`config.mk`:
```
export PLATFORM = sky130hd
export DESIGN_NAME = spi_reg_bridge
export DESIGN_NICKNAME = d
export VERILOG_FILES = /design/src/rtl/spi_reg_pkg.sv /design/src/rtl/spi_sync_edge.sv /design/src/rtl/spi_reg_bridge.sv
export SDC_FILE = /design/constraint.sdc
export NUM_CORES = 1
export LEC_CHECK = 0
export ABC_AREA = 1
export CAP_MARGIN = 0
export CELL_PAD_IN_SITES_DETAIL_PLACEMENT = 1
export CELL_PAD_IN_SITES_GLOBAL_PLACEMENT = 1
export CORE_MARGIN = 2
export CORE_UTILIZATION = 38
export DETAILED_ROUTE_END_ITERATION = 16
export GPL_TIMING_DRIVEN = 0
export HOLD_SLACK_MARGIN = 0.03
export PLACE_DENSITY_LB_ADDON = 0.1
export SKIP_LAST_GASP = 1
export SLEW_MARGIN = 30
export SYNTH_ARGS = -nofsm -noshare
export SYNTH_HDL_FRONTEND = slang
export SYNTH_SLANG_ARGS = --single-unit
```
`constraint.sdc`:
```
create_clock -name clk -period 2.3 [get_ports clk]
set_clock_uncertainty 0.2 [all_clocks]
set_input_delay 0.345 -clock clk [delete_from_list [all_inputs] [get_ports clk]]
set_output_delay 0.345 -clock clk [all_outputs]
set_load 0.05 [all_outputs]
```
`src/rtl/spi_reg_pkg.sv`:
```
// spi_reg_pkg: shared state encoding and frame field sizes for the SPI register bridge
package spi_reg_pkg;

    typedef enum logic [2:0] {IDLE, CMD, ADDR, RD_WAIT, DATA, DONE, ERR} state_t;

    localparam int CMD_BITS     = 8;
    localparam int ADDR_BITS    = 8;
    localparam int DATA_BITS    = 16;
    localparam int CMD_READ_BIT = 7;

endpackage

```
`src/rtl/spi_sync_edge.sv`:
```
// spi_sync_edge: multi-flop synchronizer with rise/fall detection on the synchronized level
module spi_sync_edge #(
    parameter int   SYNC_STAGES = 2,
    parameter logic RST_VAL     = 1'b0
) (
    input  logic clk,
    input  logic reset,
    input  logic din,
    output logic level,
    output logic rise,
    output logic fall
);

    logic [SYNC_STAGES-1:0] sync;
    logic                   prev;

    // shift the async input through the synchronizer and keep one delayed copy for edges
    always_ff @(posedge clk) begin
        if (reset) begin
            sync <= {SYNC_STAGES{RST_VAL}};
            prev <= RST_VAL;
        end else begin
            sync <= {sync[SYNC_STAGES-2:0], din};
            prev <= sync[SYNC_STAGES-1];
        end
    end

    assign level = sync[SYNC_STAGES-1];
    assign rise  = level & ~prev;
    assign fall  = ~level & prev;

endmodule

```
`src/rtl/spi_reg_bridge.sv`:
```
// spi_reg_bridge: SPI mode-0 slave turning 32-bit frames into register strobes; SPI_REG_AUTO_INCREMENT_EN enables burst mode
module spi_reg_bridge #(
    parameter int SYNC_STAGES = 2,
    parameter int ADDR_W      = 8,
    parameter int DATA_W      = 16
) (
    input  logic              clk,
    input  logic              reset,
    input  logic              spi_sclk,
    input  logic              spi_cs_n,
    input  logic              spi_mosi,
    output logic              spi_miso,
    output logic              reg_write_en,
    output logic              reg_read_en,
    output logic [ADDR_W-1:0] reg_address,
    output logic [DATA_W-1:0] reg_wdata,
    input  logic [DATA_W-1:0] reg_rdata,
    output logic              busy,
    output logic              frame_err
);
    import spi_reg_pkg::*;

    localparam logic [3:0] CMD_LAST  = 4'(CMD_BITS - 1);
    localparam logic [3:0] ADDR_LAST = 4'(ADDR_BITS - 1);
    localparam logic [3:0] DATA_LAST = 4'(DATA_BITS - 1);

    state_t                 state, state_next;
    logic [3:0]             bit_cnt;
    logic [DATA_BITS-1:0]   rx, rx_next, tx;
    logic                   is_read;
    logic                   sclk_rise, sclk_fall, sclk_level_unused;
    logic                   cs_rise, cs_fall, cs_level_unused;
    logic                   mosi, mosi_rise_unused, mosi_fall_unused;
    logic                   shift_en, tx_shift, cnt_clr, cmd_load, addr_load, tx_load;
    logic                   wr_pulse, rd_pulse, err_pulse, done_now, partial_ok, abortable;

    // CS_n synchronizer resets to "selected" so a reset in mid-frame never fakes a start edge
    spi_sync_edge #(.SYNC_STAGES(SYNC_STAGES), .RST_VAL(1'b0)) u_cs (
        .clk(clk), .reset(reset), .din(spi_cs_n),
        .level(cs_level_unused), .rise(cs_rise), .fall(cs_fall)
    );

    spi_sync_edge #(.SYNC_STAGES(SYNC_STAGES), .RST_VAL(1'b0)) u_sclk (
        .clk(clk), .reset(reset), .din(spi_sclk),
        .level(sclk_level_unused), .rise(sclk_rise), .fall(sclk_fall)
    );

    spi_sync_edge #(.SYNC_STAGES(SYNC_STAGES), .RST_VAL(1'b0)) u_mosi (
        .clk(clk), .reset(reset), .din(spi_mosi),
        .level(mosi), .rise(mosi_rise_unused), .fall(mosi_fall_unused)
    );

    assign rx_next   = {rx[DATA_BITS-2:0], mosi};
    assign shift_en  = sclk_rise && (state inside {CMD, ADDR, DATA});
    assign tx_shift  = sclk_fall && state == DATA;
    assign abortable = state inside {CMD, ADDR, RD_WAIT, DATA};
    assign busy      = state != IDLE;

`ifdef SPI_REG_AUTO_INCREMENT_EN
    logic word_done;
    assign partial_ok = done_now | word_done;
    // remembers that a full word landed, so a trailing partial word is not an error
    always_ff @(posedge clk) begin
        if (reset || state == IDLE)
            word_done <= 1'b0;
        else if (done_now)
            word_done <= 1'b1;
    end
`else
    assign partial_ok = done_now;
`endif

    // state register
    always_ff @(posedge clk) begin
        if (reset)
            state <= IDLE;
        else
            state <= state_next;
    end

    // next state and per-cycle control; a same-cycle CS_n rise is applied after the SCLK edge
    always_comb begin
        state_next = state;
        cnt_clr    = 1'b0;
        cmd_load   = 1'b0;
        addr_load  = 1'b0;
        tx_load    = 1'b0;
        wr_pulse   = 1'b0;
        rd_pulse   = 1'b0;
        err_pulse  = 1'b0;
        done_now   = 1'b0;
        case (state)
            IDLE: begin
                cnt_clr    = cs_fall;
                state_next = cs_fall ? CMD : IDLE;
            end
            CMD: if (sclk_rise && bit_cnt == CMD_LAST) begin
                cnt_clr    = 1'b1;
                cmd_load   = 1'b1;
                err_pulse  = |rx_next[CMD_READ_BIT-1:0];
                state_next = err_pulse ? ERR : ADDR;
            end
            ADDR: if (sclk_rise && bit_cnt == ADDR_LAST) begin
                cnt_clr    = 1'b1;
                addr_load  = 1'b1;
                rd_pulse   = is_read;
                state_next = is_read ? RD_WAIT : DATA;
            end
            RD_WAIT: if (!reg_read_en) begin
                tx_load    = 1'b1;
                state_next = DATA;
            end
            DATA: if (sclk_rise && bit_cnt == DATA_LAST) begin
                cnt_clr    = 1'b1;
                done_now   = 1'b1;
                wr_pulse   = !is_read;
`ifdef SPI_REG_AUTO_INCREMENT_EN
                rd_pulse   = is_read;
                state_next = is_read ? RD_WAIT : DATA;
`else
                state_next = DONE;
`endif
            end
            default: ;
        endcase
        if (cs_rise && state != IDLE) begin
            err_pulse  = err_pulse | (abortable && !partial_ok);
            rd_pulse   = 1'b0;
            state_next = IDLE;
        end
    end

    // datapath: shifters, bit counter, register-file strobes and MISO
    always_ff @(posedge clk) begin
        if (reset) begin
            bit_cnt      <= '0;
            rx           <= '0;
            tx           <= '0;
            is_read      <= 1'b0;
            spi_miso     <= 1'b0;
            reg_write_en <= 1'b0;
            reg_read_en  <= 1'b0;
            reg_address  <= '0;
            reg_wdata    <= '0;
            frame_err    <= 1'b0;
        end else begin
            reg_write_en <= wr_pulse;
            reg_read_en  <= rd_pulse;
            frame_err    <= err_pulse;
            bit_cnt      <= cnt_clr ? 4'd0 : shift_en ? bit_cnt + 1'b1 : bit_cnt;
            if (shift_en)
                rx <= rx_next;
            if (cmd_load)
                is_read <= rx_next[CMD_READ_BIT];
            if (addr_load)
                reg_address <= ADDR_W'(rx_next[ADDR_BITS-1:0]);
`ifdef SPI_REG_AUTO_INCREMENT_EN
            else if (reg_write_en || (rd_pulse && state == DATA))
                reg_address <= reg_address + 1'b1;
`endif
            if (wr_pulse)
                reg_wdata <= DATA_W'(rx_next);
            tx       <= state == IDLE ? '0 : tx_load ? DATA_BITS'(reg_rdata) : tx_shift ? {tx[DATA_BITS-2:0], 1'b0} : tx;
            spi_miso <= state_next == IDLE ? 1'b0 : tx_shift ? tx[DATA_BITS-1] : spi_miso;
        end
    end

endmodule

```
==> summary.txt <==
Htree depth = 3
Antenna diodes = 0
Vias in the first global route = 2654
Worst Path Buf+Inv = 1
Relative slew slack = 0.6529
Highest clock rate = 0.4668 GHz
Port buffer count = 48
Setup-failing EPs final = 0
Number of flops mapped to enable cells by yosys = 0
Global-route wire length before repair = 12600 um
CTS tree = built
Critical Path Source Type = register
Net Switching = 0.5753 mW
Gr usage total = 0.1873
Syn nets = 404
Area growth syn-to-layout = 27.03%
Share of cells above drive strength 1 = 0.1121
R2R setup slack = 410 ps
Slowest cell delay on critical path = 830 ps
Hold Slack = 109.3 ps
Starting Density = 0.3879
Initial antenna violation count = 0
CTS clk-pin slew, worst paths = 80 ps
Hpwl dp = 5172 um
Flop pwr share = 0.538
Switching share of power = 0.2360
Crit path arrival time = 1600 ps
Fin. Hold Viols = 0
Ys Warns = 0
Nets@finish = 463
Die Span X = 92.36 um
Gate power share = 0.038
Outcome = finished clean
Crit. End Element = output pin
Post-Syn Area = 0.002967 mm^2
Placeable core area = 0.007647 mm^2
Pleak = 1.527 nW
Final setup TNS = 0 ps
Async set-or-reset flop fraction in the synthesized netlist = 0
Crit-path cells = clkdlybuf4s50_1
Clock period minus worst slack = 2142 ps
Main synth FF type = dfxtp_1
Drt drc = 0
Synth Register Bits = 75
Final wirelength = 7372 um
Worst path slowest cell = clkdlybuf4s50_1
Wire per inst = 13.45 um
HP Class = input port to register
Slew @ Worst Pin = 520.7 ps
Synth Instances = 382
Clk pwr share = 0.424
Skew-Pair Late Insertion Delay = 360 ps
CTS max path bufs = 2
Cts-stage hold buffer count = 0
Largest vdd supply drop = 0.3745 mV
Die area = 0.008529 mm^2
Vias per inst = 4.794
Total iterations of the first detailed-routing run = 4
Setup CP Type = register to output pin
Routed Antenna Nets = 0
Remaining global-route overflow = 0
Largest net degree at the start of global routing = 15
Tcrit/Tclk final = 0.9315
Num CTS Buffers = 9
Max_cap viols = 0
CP Max Fanout = 3
Seq/Total Area, Yosys = 0.5061
Die H = 92.36 um
PD cells = 646.8 mW/mm^2
DR vias = 2627
Critical Path RT = 1750 ps
Slew Limit Fails = 0
# IOs = 50
Unique masters post-synth = 28
CP delay by family, top = buffers and inverters
RSZ-0062 raised after global routing = false
Root Buffer = clkbuf_8
Setup bufs post-CTS = 0
Pint = 1.862 mW
GP Congestion = 0.7540
Std-Cell Rows = 32
Initial DRC Count = 71
Avg Inst Size Synth = 7.766 um^2
Sink Count = 75
-- repair_timing --
item | CTS | global route
gates resized for setup | 1 | 2
endpoints found under the setup margin | 1 | 1
endpoints found under the hold margin | 0 | 0
-- flip-flops by register name, indices dropped and copies added (netlist names), 2 cells and up --
| signal | flops |
|---|---|
| rx | 15 |
| u_cs.sync | 2 |
| u_mosi.sync | 2 |
| u_sclk.sync | 2 |
| bit_cnt | 4 |
| reg_wdata | 16 |
| state | 3 |
| tx | 16 |
| reg_address | 8 |
-- path summary, 6_finish.rpt --
path | start | end | depth (start not counted)
max | reg_read_en$_SDFF_PP0_ | reg_read_en | 1
min | reset | state[0]$_SDFF_PP0_ | 2
max reg2reg | bit_cnt[0]$_SDFFE_PP0P_ | reg_address[5]$_SDFFE_PP0P_ | 8
min reg2reg | u_cs.sync[0]$_SDFF_PP0_ | u_cs.sync[1]$_SDFF_PP0_ | 2
-- per-stage QoR --
step	cells	instance area, um^2	utilization	setup WS [ps]	power [mW]
global route	548	3769	0.4928	105.8	2.534
global placement	532	3575	0.4674	167.3	1.435
finish	548	3769	0.4928	157.5	2.438
CTS	548	3772	0.4933	31.41	2.470
floorplan	382	2967	-	652.6	1.386
detailed placement	532	3575	0.4674	149.3	1.437
-- layout make-up --
class / count / area (um^2)
Fill cell: 952 / 3879
Timing Repair Buffer: 48 / 475.5
Multi-Input combinational cell: 249 / 1205
Buffer: 17 / 106.4
Clock inverter: 6 / 71.32
Tap cell: 102 / 127.6
Sequential cell: 75 / 1501
Clock buffer: 10 / 127.6
Inverter: 41 / 153.9
-- power by group through the flow --
stage                     clock, mW  sequential, mW  combinational (mW)
after floorplan                   0            1.34              0.0457
after global placement            0            1.34              0.0937
after detailed placement          0            1.34              0.0952
after CTS                      1.06            1.31              0.0957
after global routing           1.12            1.31               0.105
final                          1.03            1.31              0.0937
-- Yosys cell counts, types with 2 or more instances --
cell | n | share of area
a21oi_1 | 27 | 0.046
a31oi_1 | 14 | 0.030
buf_2 | 4 | 0.0067
buf_4 | 4 | 0.010
buf_6 | 3 | 0.011
clkbuf_1 | 6 | 0.0076
dfxtp_1 | 75 | 0.51
inv_1 | 34 | 0.043
inv_2 | 7 | 0.0089
nand2_1 | 71 | 0.090
nand2_2 | 3 | 0.0063
nand3_1 | 14 | 0.024
nand3_2 | 3 | 0.010
nor2_1 | 57 | 0.072
nor2_4 | 4 | 0.015
nor3_4 | 2 | 0.011
o21ai_0 | 21 | 0.035
o21ai_1 | 23 | 0.039
-- cell families after synthesis --
group,share of synthesized area
DFF,0.5061
AOI/OAI and AO/OA,0.1548
xor gates and xnor gates,0.005906
and+or+nand+nor,0.2413
adders and majority gates,0.004217
buffers and inverters,0.08773
-- cells in the final DEF, fill, tap and decap left out, drive strengths merged, types with 2 or more instances in the layout --
cell type and count:
nor3 4, nand3 17, inv 43, a31oi 14, o21ai 44, clkbuf 17
a21oi 27, buf 11, dfxtp 75, nor2 62, clkinvlp 2, nand2 75
clkdlybuf4s50 47
-- metal layers --
metal  wire (um)  track usage  up-vias  share of wire
li1            -            -     1345              -
met1        3588       0.2460     1236           0.49
met2        3461       0.3041       38           0.47
met3         229      0.03580        8          0.031
met4          92      0.07463        0          0.012
met5           0            0        -              0
Power figures use the tool's default switching activity.
